===== src/rtl/down_counter_timer.sv =====
// Loadable down-counter/timer: counts from load_val to zero, single-cycle tc pulse on the terminal step.
// Optional feature macro DOWN_COUNTER_TIMER_AUTO_RELOAD_EN: periodic reload instead of one-shot stop in DONE.
module down_counter_timer #(
  parameter int WIDTH = 4
) (
  input  logic             clk,
  input  logic             rst,
  input  logic             load,
  input  logic [WIDTH-1:0] load_val,
  input  logic             en,
  output logic [WIDTH-1:0] count,
  output logic             busy,
  output logic             tc,
  output logic             done
);

  typedef enum logic [1:0] {IDLE, RUN, DONE} state_e;

  state_e           state_q, state_d;
  logic [WIDTH-1:0] count_q, count_d;
  logic             tc_q, tc_d;
`ifdef DOWN_COUNTER_TIMER_AUTO_RELOAD_EN
  logic [WIDTH-1:0] reload_q, reload_d;
`endif

  always_comb begin
    state_d = state_q;
    count_d = count_q;
    tc_d    = 1'b0;
`ifdef DOWN_COUNTER_TIMER_AUTO_RELOAD_EN
    reload_d = reload_q;
`endif
    if (load) begin
      count_d = load_val;
`ifdef DOWN_COUNTER_TIMER_AUTO_RELOAD_EN
      reload_d = load_val;
`endif
      // A zero start value is already terminal: report it immediately.
      if (load_val == '0) begin
        state_d = DONE;
        tc_d    = 1'b1;
      end else begin
        state_d = RUN;
      end
    end else begin
      case (state_q)
        RUN: begin
          if (en) begin
            if (count_q == WIDTH'(1)) begin
              tc_d = 1'b1;
`ifdef DOWN_COUNTER_TIMER_AUTO_RELOAD_EN
              count_d = reload_q;
`else
              count_d = '0;
              state_d = DONE;
`endif
            end else begin
              count_d = count_q - WIDTH'(1);
            end
          end
        end
        IDLE, DONE: count_d = '0;
        default: begin
          state_d = IDLE;
          count_d = '0;
        end
      endcase
    end
  end

  always_ff @(posedge clk) begin
    if (rst) begin
      state_q <= IDLE;
      count_q <= '0;
      tc_q    <= 1'b0;
`ifdef DOWN_COUNTER_TIMER_AUTO_RELOAD_EN
      reload_q <= '0;
`endif
    end else begin
      state_q <= state_d;
      count_q <= count_d;
      tc_q    <= tc_d;
`ifdef DOWN_COUNTER_TIMER_AUTO_RELOAD_EN
      reload_q <= reload_d;
`endif
    end
  end

  assign count = count_q;
  assign tc    = tc_q;
  assign busy  = (state_q == RUN);
  assign done  = (state_q == DONE);

endmodule


===== config.mk =====
export PLATFORM = sky130hd
export DESIGN_NAME = down_counter_timer
export DESIGN_NICKNAME = d
export VERILOG_FILES = /design/src/rtl/down_counter_timer.sv
export SDC_FILE = /design/constraint.sdc
export NUM_CORES = 1
export LEC_CHECK = 0
export CORE_AREA = 2 2 39 41
export CTS_CLUSTER_SIZE = 14
export DETAILED_ROUTE_END_ITERATION = 6
export DIE_AREA = 0 0 41 43
export GPL_ROUTABILITY_DRIVEN = 1
export SLEW_MARGIN = 25
export SYNTH_ARGS = -nofsm -noshare
export SYNTH_HDL_FRONTEND = slang
export SYNTH_SLANG_ARGS = --single-unit

===== constraint.sdc =====
create_clock -name clk -period 3.1 [get_ports clk]
set_input_delay 0.62 -clock clk [delete_from_list [all_inputs] [get_ports clk]]
set_output_delay 0.62 -clock clk [all_outputs]
set_load 0.1 [all_outputs]

==> results.ini, run 1 <==
[worst_setup_path]
cpLargestDelayFamily = buffers and inverters
r2r_cells = 4
cp_num_cells = 4
crit_path_top_delay_cell = clkdlybuf4s50_1
cp_max_fo = 9
endpoint = count[3]$_SDFFE_PP0P_
r2r-end = count[0]$_SDFFE_PP0P_
r2r-start = count[0]$_SDFFE_PP0P_
worst_setup_path_start_kind = input port
endpoint_kind = flop
path_cells = clkdlybuf4s50_1, or3b_1, a2111oi_2, o32a_1
startpoint = load
cp.required_ns = 3.30
cpPeakStageDelay_ns = 0.54
crit_arrival_ns = 2.14
regToRegSetupSlack_ns = 1.33
crit_buf_inv = 1
path_class = in -> reg

[global_routing]
grt_pass1_vias = 367
grt_usage_pct = 13.88
grt_antenna_before_repair = 0
grt_pass1_wl_um = 1600
grt_max_degree = 12
grt_overflow = 0

[synthesis]
synth_commonest_cells = dfxtp_1, nor2b_1, nand2_1, nand2b_1, nor3b_1
async_flop_share_pct = 0
synth.net_count = 60
synth_top_area_share_pct = 32.46
yosysWarningCount = 0
synth.most_common_cell = dfxtp_1
synth_cell_type_count = 26
syn_area_um2 = 431.7
synth_edf_count = 0
ys.flop_type = dfxtp_1
synth_top_area_cell = dfxtp_1
ys_seq_area_share_pct = 32.46
synthTopCellsByArea = dfxtp_1, nor2b_1, ha_1
syn_inst = 50
syn_avg_cell_area_um2 = 8.633
synth_seq_cells = 7

[sta]
skew_ns = 0.003642
clock.fmax_mhz = 517.5
relSlewSlack_pct = 54.06
hold_slack_ns = 0.6419
drv_slew = 0
tightest_slew_ns = 0.6876
period_minus_slack_ns = 1.932
hold_viol_final = 0
final-setup-viol-count = 0
period_share_pct = 62.33
rsz0062_at_grt = false
fin_setup_tns_ns = 0

[power]
peakVddDrop_uv = 208.1
p_leak_uw = 0.0002266
swShare_pct = 36.57
comb_power_share_pct = 32.0
clkPwrFrac_pct = 31.0
p_int_uw = 174.0
p_per_area_nw_per_um2 = 465.5
p_sw_uw = 100.3
seqPwrFrac_pct = 37.1

[floorplanning]
io_pins = 15
dieArea_um2 = 1763
rows = 14
initial_core_util_pct = 31.19
core_um2 = 1384
dieWidth_um = 41
die_h_um = 43

[clock_network]
cts_sinks = 7
cts_hold_buf = 0
clk_pin_slew_ns = 0.05
cts_buffer_depth = 2
cts_setup_buffers = 0
cts_tree = built
cts_buffers = 3
ctsRootBufferMaster = clkbuf_4
cts_resized = 0
cts_max_level = 1
clk-insertion-delay-late_ns = 0.26

[routing]
drtPass1Iterations = 4
dr_total_vias = 439
wirelength_um = 1046
viasPerCell = 5.420
drc = 0
drtIter0Drc = 19
drt-wirelength-per-cell_um = 12.91
route.antenna.remaining_nets = 0

[place]
hpwl_um = 784.3
postPlaceCellArea_um2 = 563.0
port_buffers = 14
dp.cells = 77
gp_congestion = 0.7759

[run]
drv_cap = 0

[cells_and_area]
design_area_um2 = 589.3
drive_gt1_share_pct = 18.46
nets = 76
fin_cells = 81
antennaDiodeCount = 0
area.growth.synth_to_final_pct = 36.52

[hold_path]
hold_path_class = reg -> reg

[run_status]
outcome = finished clean

==> per-stage QoR <==
stage | util, % | worst slack [ns] | total power (uW)
detailed placement | 40.69 | 0.9220 | 191.0
global route | 42.59 | 1.110 | 290.2
global placement | 40.69 | 0.9544 | 190.8
floorplan | - | 0.7530 | 167.4
finish | 42.59 | 1.168 | 274.4
CTS | 42.59 | 1.183 | 274.8
==> layout make-up <==
class                           instances  area, um^2
Multi-Input combinational cell         38       272.8
Clock buffer                            4       26.28
Sequential cell                         7       140.1
Fill cell                             142       794.5
Timing Repair Buffer                   14       122.6
Inverter                                2       7.507
Tap cell                               16       20.02
==> power by group through the flow <==
stage               logic [uW]  registers, uW  clock network (uW)
CTS                       87.7            102                85.2
global placement          87.1            104                   0
floorplan                 40.4            127                   0
global route              92.1            103                95.1
detailed placement        87.3            104                   0
finish                    87.7            102                85.0
==> worst min path at each step <==
stage                            start                    end  slack (ns)  depth (start not counted)
2_1_floorplan  state_q[1]$_SDFFE_PP0P_  count[2]$_SDFFE_PP0P_        0.58                          3
3_3_place_gp     count[1]$_SDFFE_PP0P_  count[1]$_SDFFE_PP0P_        0.62                          2
3_5_place_dp     count[1]$_SDFFE_PP0P_  count[1]$_SDFFE_PP0P_        0.63                          2
4_1_cts          count[1]$_SDFFE_PP0P_  count[1]$_SDFFE_PP0P_        0.65                          2
5_1_grt          count[1]$_SDFFE_PP0P_  count[1]$_SDFFE_PP0P_        0.69                          2
6_report         count[1]$_SDFFE_PP0P_  count[1]$_SDFFE_PP0P_        0.64                          2
==> cells in the final DEF (no fill, tap or decap) <==
cell / instances
o211ai_1: 1
clkdlybuf4s50_1: 7
a32oi_1: 1
o32a_1: 1
or3b_1: 1
a2111oi_2: 1
inv_1: 2
a21oi_1: 2
or4_4: 1
a211oi_1: 1
nor3b_1: 3
a311oi_1: 1
nor2b_1: 5
o2bb2ai_1: 1
a21o_1: 1
a222oi_1: 1
a22o_1: 1
ha_1: 2
nor4_1: 1
o31ai_1: 1
nand2_1: 4
nand2b_1: 4
clkbuf_1: 1
nor2_1: 2
dfxtp_1: 7
o21ai_0: 2
clkbuf_4: 3
buf_4: 7
==> flip-flops by register name, indices dropped and copies added (netlist names) <==
signal,cells
state_q,2
tc,1
count,4
==> logic make-up (layout without fill, tap and decap cells) <==
| logic type | count (synthesis) | in the layout | synth area share [%] |
|---|---|---|---|
| AND/OR/NAND/NOR | 21 | 21 | 29.56 |
| AO/OA/AOI/OAI | 15 | 15 | 27.83 |
| flip-flops | 7 | 7 | 32.46 |
| buffers and inverters | 5 | 20 | 4.348 |
| adder cells (fa/ha/maj) | 2 | 2 | 5.796 |
==> metal layers <==
layer	track usage [%]	vias up	wire, um
met1	19.42	204	499
met5	0	-	0
met4	12.00	0	36
li1	-	215	-
met2	17.81	15	438
met3	1.571	5	71
==> tightest hold or removal path: cells and delay by family, from the launching register on <==
family	cells	cell delay, ns
AO/OA/AOI/OAI	2	0.25
flip-flops	1	0.34
No activity file was read; power rests on OpenSTA's default activity.
==> inputs of run 2 (changes only) <==
clock period = 1.55 ns   (was 3.1 ns; I/O delays follow)
==> results.ini, run 2 (synthesis results as in run 1) <==
[cells_and_area]
drive_gt1_share_pct = 36.62  ; +18 points
largest_register_ffs = 4  ; unchanged
antennaDiodeCount = 0  ; unchanged
area.growth.synth_to_final_pct = 78.84
nets = 82  ; +7.9%
fin_cells = 87  ; +7.4%
final_cell_mix = clkdlybuf4s50_1, buf_12, buf_4, nand2_1, nand2b_1

[global_routing]
grt_antenna_before_repair = 0  ; unchanged
grt_pass1_vias = 430  ; +17%
grt_usage_pct = 15.11  ; +1.2 points
grt_overflow = 0  ; unchanged
grt_max_degree = 9  ; -3
grt_pass1_wl_um = 1828  ; +14%

[hold_path]
hold_path_class = reg -> reg

[place]
gp_congestion = 0.7940  ; +2.3%
dp.cells = 83  ; +7.8%
hpwl_um = 819.4  ; +4.5%
port_buffers = 14  ; unchanged

[clock_network]
cts_max_level = 1  ; unchanged
clk-insertion-delay-late_ns = 0.25  ; about the same
cts_sinks = 7  ; unchanged
clk_pin_slew_ns = 0.05  ; about the same
cts_hold_buf = 0  ; unchanged
cts_resized = 0  ; unchanged
ctsRootBufferMaster = clkbuf_4
cts_tree = built
cts_setup_buffers = 0  ; unchanged
cts_buffers = 3  ; unchanged
cts_buffer_depth = 2  ; unchanged

[sta]
tightest_slew_ns = 0.3766  ; -0.3110 ns
clock.fmax_mhz = 678.2
rsz0062_at_grt = false
period_minus_slack_ns = 1.474
hold_slack_ns = 0.6337  ; -0.008200 ns
hold_viol_final = 0  ; unchanged
period_share_pct = 95.12
final-setup-viol-count = 0  ; unchanged
relSlewSlack_pct = 74.68  ; +21 points
fin_setup_tns_ns = 0  ; unchanged
skew_ns = 0.003719  ; +0.00007744 ns
drv_slew = 0  ; unchanged

[worst_setup_path]
path_class = in -> reg
crit_path_top_delay_cell = or3b_1
cp.required_ns = 1.74  ; -1.56 ns
cp_max_fo = 4  ; -5
path_cells = clkdlybuf4s50_1, or3b_1, a2111oi_4, o32a_1
worst_setup_path_start_kind = input port
crit_arrival_ns = 1.66  ; -0.48 ns
cpPeakStageDelay_ns = 0.45  ; -0.09 ns
endpoint_kind = flop

[floorplanning]
io_pins = 15  ; unchanged
die_h_um = 43  ; unchanged
core_um2 = 1384  ; unchanged
dieWidth_um = 41  ; unchanged
dieArea_um2 = 1763  ; unchanged
rows = 14  ; unchanged
initial_core_util_pct = 31.19  ; unchanged

[routing]
drtIter0Drc = 14  ; -5
drtPass1Iterations = 4  ; unchanged
wirelength_um = 1046  ; unchanged
dr_total_vias = 446  ; +1.6%
route.antenna.remaining_nets = 0  ; unchanged
drc = 0  ; unchanged
viasPerCell = 5.126  ; -5.4%
drt-wirelength-per-cell_um = 12.02  ; -6.9%

[run_status]
outcome = finished clean

[power]
p_leak_uw = 0.0002911  ; +28%
p_per_area_nw_per_um2 = 768.2  ; +65%
peakVddDrop_uv = 529.0  ; +150%
p_total_uw = 593.1  ; +120%

[run]
drv_cap = 0  ; unchanged

## run 2: layout make-up
type	count	area, um^2
clock buffers	4	26.28
fillers	133	611.8
inverters	2	7.507
multi-input cells	38	310.3
flip-flops and latches	7	152.6
well taps	16	20.02
repair buffers	20	255.2
## run 2: final timing paths
kind,endpoint,start,slack (ns),cells after the start
hold / removal,count[2]$_SDFFE_PP0P_,count[2]$_SDFFE_PP0P_,0.63,2
setup / recovery,count[3]$_SDFFE_PP0P_,load,0.08,4
setup reg to reg,count[3]$_SDFFE_PP0P_,count[1]$_SDFFE_PP0P_,0.11,3
hold reg to reg,count[2]$_SDFFE_PP0P_,count[2]$_SDFFE_PP0P_,0.63,2
## run 2: layer usage
| metal | GRT usage [%] | share of wire, % | vias to the layer above |
|---|---|---|---|
| li1 | - | - | 231 |
| met1 | 20.45 | 46 | 202 |
| met2 | 22.19 | 48 | 13 |
| met3 | 2.094 | 6.0 | 0 |
| met4 | 8.000 | 0 | 0 |
| met5 | 0 | 0 | - |
## run 2: per-stage QoR
stage	setup WS, ns	instance area (um^2)	util, %
6_report	0.07561	772.0	55.79
2_1_floorplan	0.02071	476.7	-
4_1_cts	0.08222	767.0	55.43
5_1_grt	0.007310	772.0	55.79
3_5_place_dp	-0.1583	740.7	53.53
3_3_place_gp	-0.1356	740.7	53.53
## run 2: worst max-delay path: cells and delay by family
kind / cells / cell delay [ns]
buffers and inverters: 1 / 0.43
AO/OA/AOI/OAI: 2 / 0.48
AND/OR/NAND/NOR: 1 / 0.45
## run 2: power by group
part | switching [uW] | total (uW) | internal, uW | leakage (uW)
Combinational | 122 | 220 | 98.5 | 0.000216
Clock | 65.6 | 164 | 98.1 | 0.0000150
Sequential | 19.4 | 209 | 190 | 0.0000600
==> inputs of run 3 (changes only) <==
ABC_AREA = 1   (was unset)
CORE_AREA = unset   (was 2 2 39 41)
CORE_UTILIZATION = 35   (was unset)
DIE_AREA = unset   (was 0 0 41 43)
GPL_TIMING_DRIVEN = 0   (was unset)
PLACE_DENSITY = 0.66   (was unset)
==> results.ini, run 3 <==
[run_status]
outcome = finished clean

[worst_setup_path]
r2r-start = count[1]$_SDFFE_PP0P_
cpPeakStageDelay_ns = 0.56  ; +0.11 ns
crit_buf_inv = 1  ; unchanged
cp.required_ns = 1.24  ; -0.50 ns
path_cells = clkdlybuf4s15_2
crit_path_top_delay_cell = clkdlybuf4s15_2
path_class = reg -> out
endpoint_kind = output port
startpoint = count[2]$_SDFFE_PP0P_
crit_arrival_ns = 1.17  ; -0.49 ns
cpLargestDelayFamily = buffers and inverters
worst_setup_path_start_kind = flop
cp_max_fo = 4  ; unchanged

[cells_and_area]
final_cell_mix = inv_1, nand2_1, a21oi_1, clkdlybuf4s50_1, nand3_1
area.growth.synth_to_final_pct = 38.25
largest_register_ffs = 4  ; unchanged
antennaDiodeCount = 0  ; unchanged
drive_gt1_share_pct = 26.58  ; -10 points
nets = 90  ; +9.8%
fin_cells = 93  ; +6.9%
final_core_util_pct = 54.76  ; -1.0 points

[sta]
setup_ws_ns = 0.07204  ; -0.003573 ns
rsz0062_at_grt = false
clock.fmax_mhz = 676.6  ; -0.24%
drv_slew = 0  ; unchanged
relSlewSlack_pct = 63.99  ; -11 points
hold_viol_final = 0  ; unchanged
tightest_slew_ns = 0.5427  ; +0.1661 ns
final-setup-viol-count = 0  ; unchanged
period_minus_slack_ns = 1.478  ; +0.003573 ns
skew_ns = 0.001849  ; -0.001870 ns
period_share_pct = 95.35  ; +0.23 points

[synthesis]
synth_seq_cells = 7  ; unchanged
syn_avg_cell_area_um2 = 7.386  ; -14%
synth_cell_type_count = 17  ; -35%
syn_area_um2 = 457.9  ; +6.1%
syn_inst = 62  ; +24%
synth.net_count = 72  ; +20%
synth_commonest_cells = inv_1, nand2_1, a21oi_1, dfxtp_1, nand3_1
synth_edf_count = 0  ; unchanged
yosysWarningCount = 0  ; unchanged
ys_seq_area_share_pct = 30.60  ; -1.9 points
synth_top_area_share_pct = 30.60  ; -1.9 points
ys.flop_type = dfxtp_1
async_flop_share_pct = 0  ; unchanged
synth_top_area_cell = dfxtp_1
synthTopCellsByArea = dfxtp_1, inv_1, nand2_1

[run]
drv_cap = 0  ; unchanged

[power]
seqPwrFrac_pct = 36.8  ; +1.6 points
clkPwrFrac_pct = 30.7  ; +3.1 points
p_leak_uw = 0.0002761  ; -5.1%
comb_power_share_pct = 32.5  ; -4.7 points
peakVddDrop_uv = 628.1  ; +19%
swShare_pct = 37.71  ; +2.8 points
p_int_uw = 342.6  ; -11%
p_sw_uw = 207.4  ; +0.28%
p_per_area_nw_per_um2 = 868.8  ; +13%

[place]
post-place-ws_ns = -0.4943  ; -0.3360 ns
hpwl_um = 772.1  ; -5.8%
port_buffers = 13  ; -1
dp.cells = 89  ; +7.2%
gp_congestion = 0.7330  ; -7.7%

[routing]
drc = 0  ; unchanged
drtIter0Drc = 5  ; -9
wirelength_um = 968  ; -7.5%
dr_total_vias = 435  ; -2.5%
viasPerCell = 4.677  ; -8.8%
drtPass1Iterations = 2  ; -2
route.antenna.remaining_nets = 0  ; unchanged
drt-wirelength-per-cell_um = 10.41  ; -13%

[global_routing]
grt_pass1_vias = 386  ; -10%
grt_antenna_before_repair = 0  ; unchanged
grt_overflow = 0  ; unchanged
grt_pass1_wl_um = 1649  ; -9.8%
grt_usage_pct = 17.70  ; +2.6 points
grt_max_degree = 9  ; unchanged

[floorplanning]
rows = 12  ; -2
dieWidth_um = 38.17  ; -6.9%
io_pins = 15  ; unchanged
initial_core_util_pct = 39.61  ; +8.4 points
dieArea_um2 = 1457  ; -17%
die_h_um = 38.17  ; -11%
core_um2 = 1156  ; -16%

[clock_network]
clk_pin_slew_ns = 0.05  ; about the same
cts_max_level = 1  ; unchanged
clk-insertion-delay-late_ns = 0.25  ; about the same
cts_buffers = 3  ; unchanged
cts_setup_buffers = 0  ; unchanged
cts_sinks = 7  ; unchanged
cts_buffer_depth = 2  ; unchanged
cts_tree = built
ctsRootBufferMaster = clkbuf_4

[hold_path]
min_from = load
hold_path_class = in -> reg

==> run 3: final timing paths <==
path         slack, ns  cells past startpoint                      end
max               0.07                      1                 count[2]
max reg2reg       0.36                      8  state_q[1]$_SDFFE_PP0P_
min               0.35                      3  state_q[0]$_SDFFE_PP0P_
min reg2reg       0.55                      2    count[1]$_SDFFE_PP0P_
==> run 3: metal layers <==
metal / vias up / wire length (um) / part of all wire, % / track usage [%]
li1: 238 / - / - / -
met1: 184 / 509 / 53 / 24.37
met2: 9 / 407 / 42 / 22.46
met3: 4 / 27 / 2.8 / 5.233
met4: 0 / 23 / 2.4 / 13.39
met5: - / 0 / 0 / 0
==> run 3: power by group through the flow <==
| stage | Clock (uW) | Sequential [uW] | Combinational [uW] |
|---|---|---|---|
| after floorplan | 0 | 260 | 79.2 |
| after global placement | 0 | 206 | 182 |
| after detailed placement | 0 | 206 | 183 |
| after CTS | 172 | 203 | 180 |
| after global routing | 186 | 204 | 192 |
| final | 169 | 202 | 179 |
==> run 3: cell families (layout without fill, tap and decap cells) <==
group | Yosys count | in the layout | share of synthesized area (%)
DFF | 7 | 7 | 30.60
adders and majority gates | 2 | 2 | 5.464
and+or+nand+nor | 25 | 25 | 31.69
buffers and inverters | 13 | 30 | 13.39
AOI/OAI and AO/OA | 14 | 14 | 16.94
xor gates and xnor gates | 1 | 1 | 1.913
==> run 3: final cells by class <==
class / count / area, um^2
flip-flops and latches: 7 / 146.4
plain buffers: 1 / 11.26
fillers: 119 / 523.0
inverters: 12 / 50.05
multi-input cells: 42 / 259.0
well taps: 14 / 17.52
clock buffers: 4 / 26.28
repair buffers: 13 / 122.6
==> run 3: through the flow <==
stage	hold WS, ns	setup TNS, ns	instance area (um^2)	total power, uW
finish	0.3509	0	633.1	550.0
detailed placement	0.5477	-2.074	614.3	389.5
CTS	0.3463	0	633.1	554.7
floorplan	0.3791	0	466.7	339.7
global placement	0.5427	-2.058	614.3	388.3
global route	0.3682	0	633.1	582.0
==> run 3: repair_timing <==
action | in CTS | in global routing
hold buffers | 0 | 0
endpoints found under the setup margin | 7 | 0
resized for setup | 28 | 0
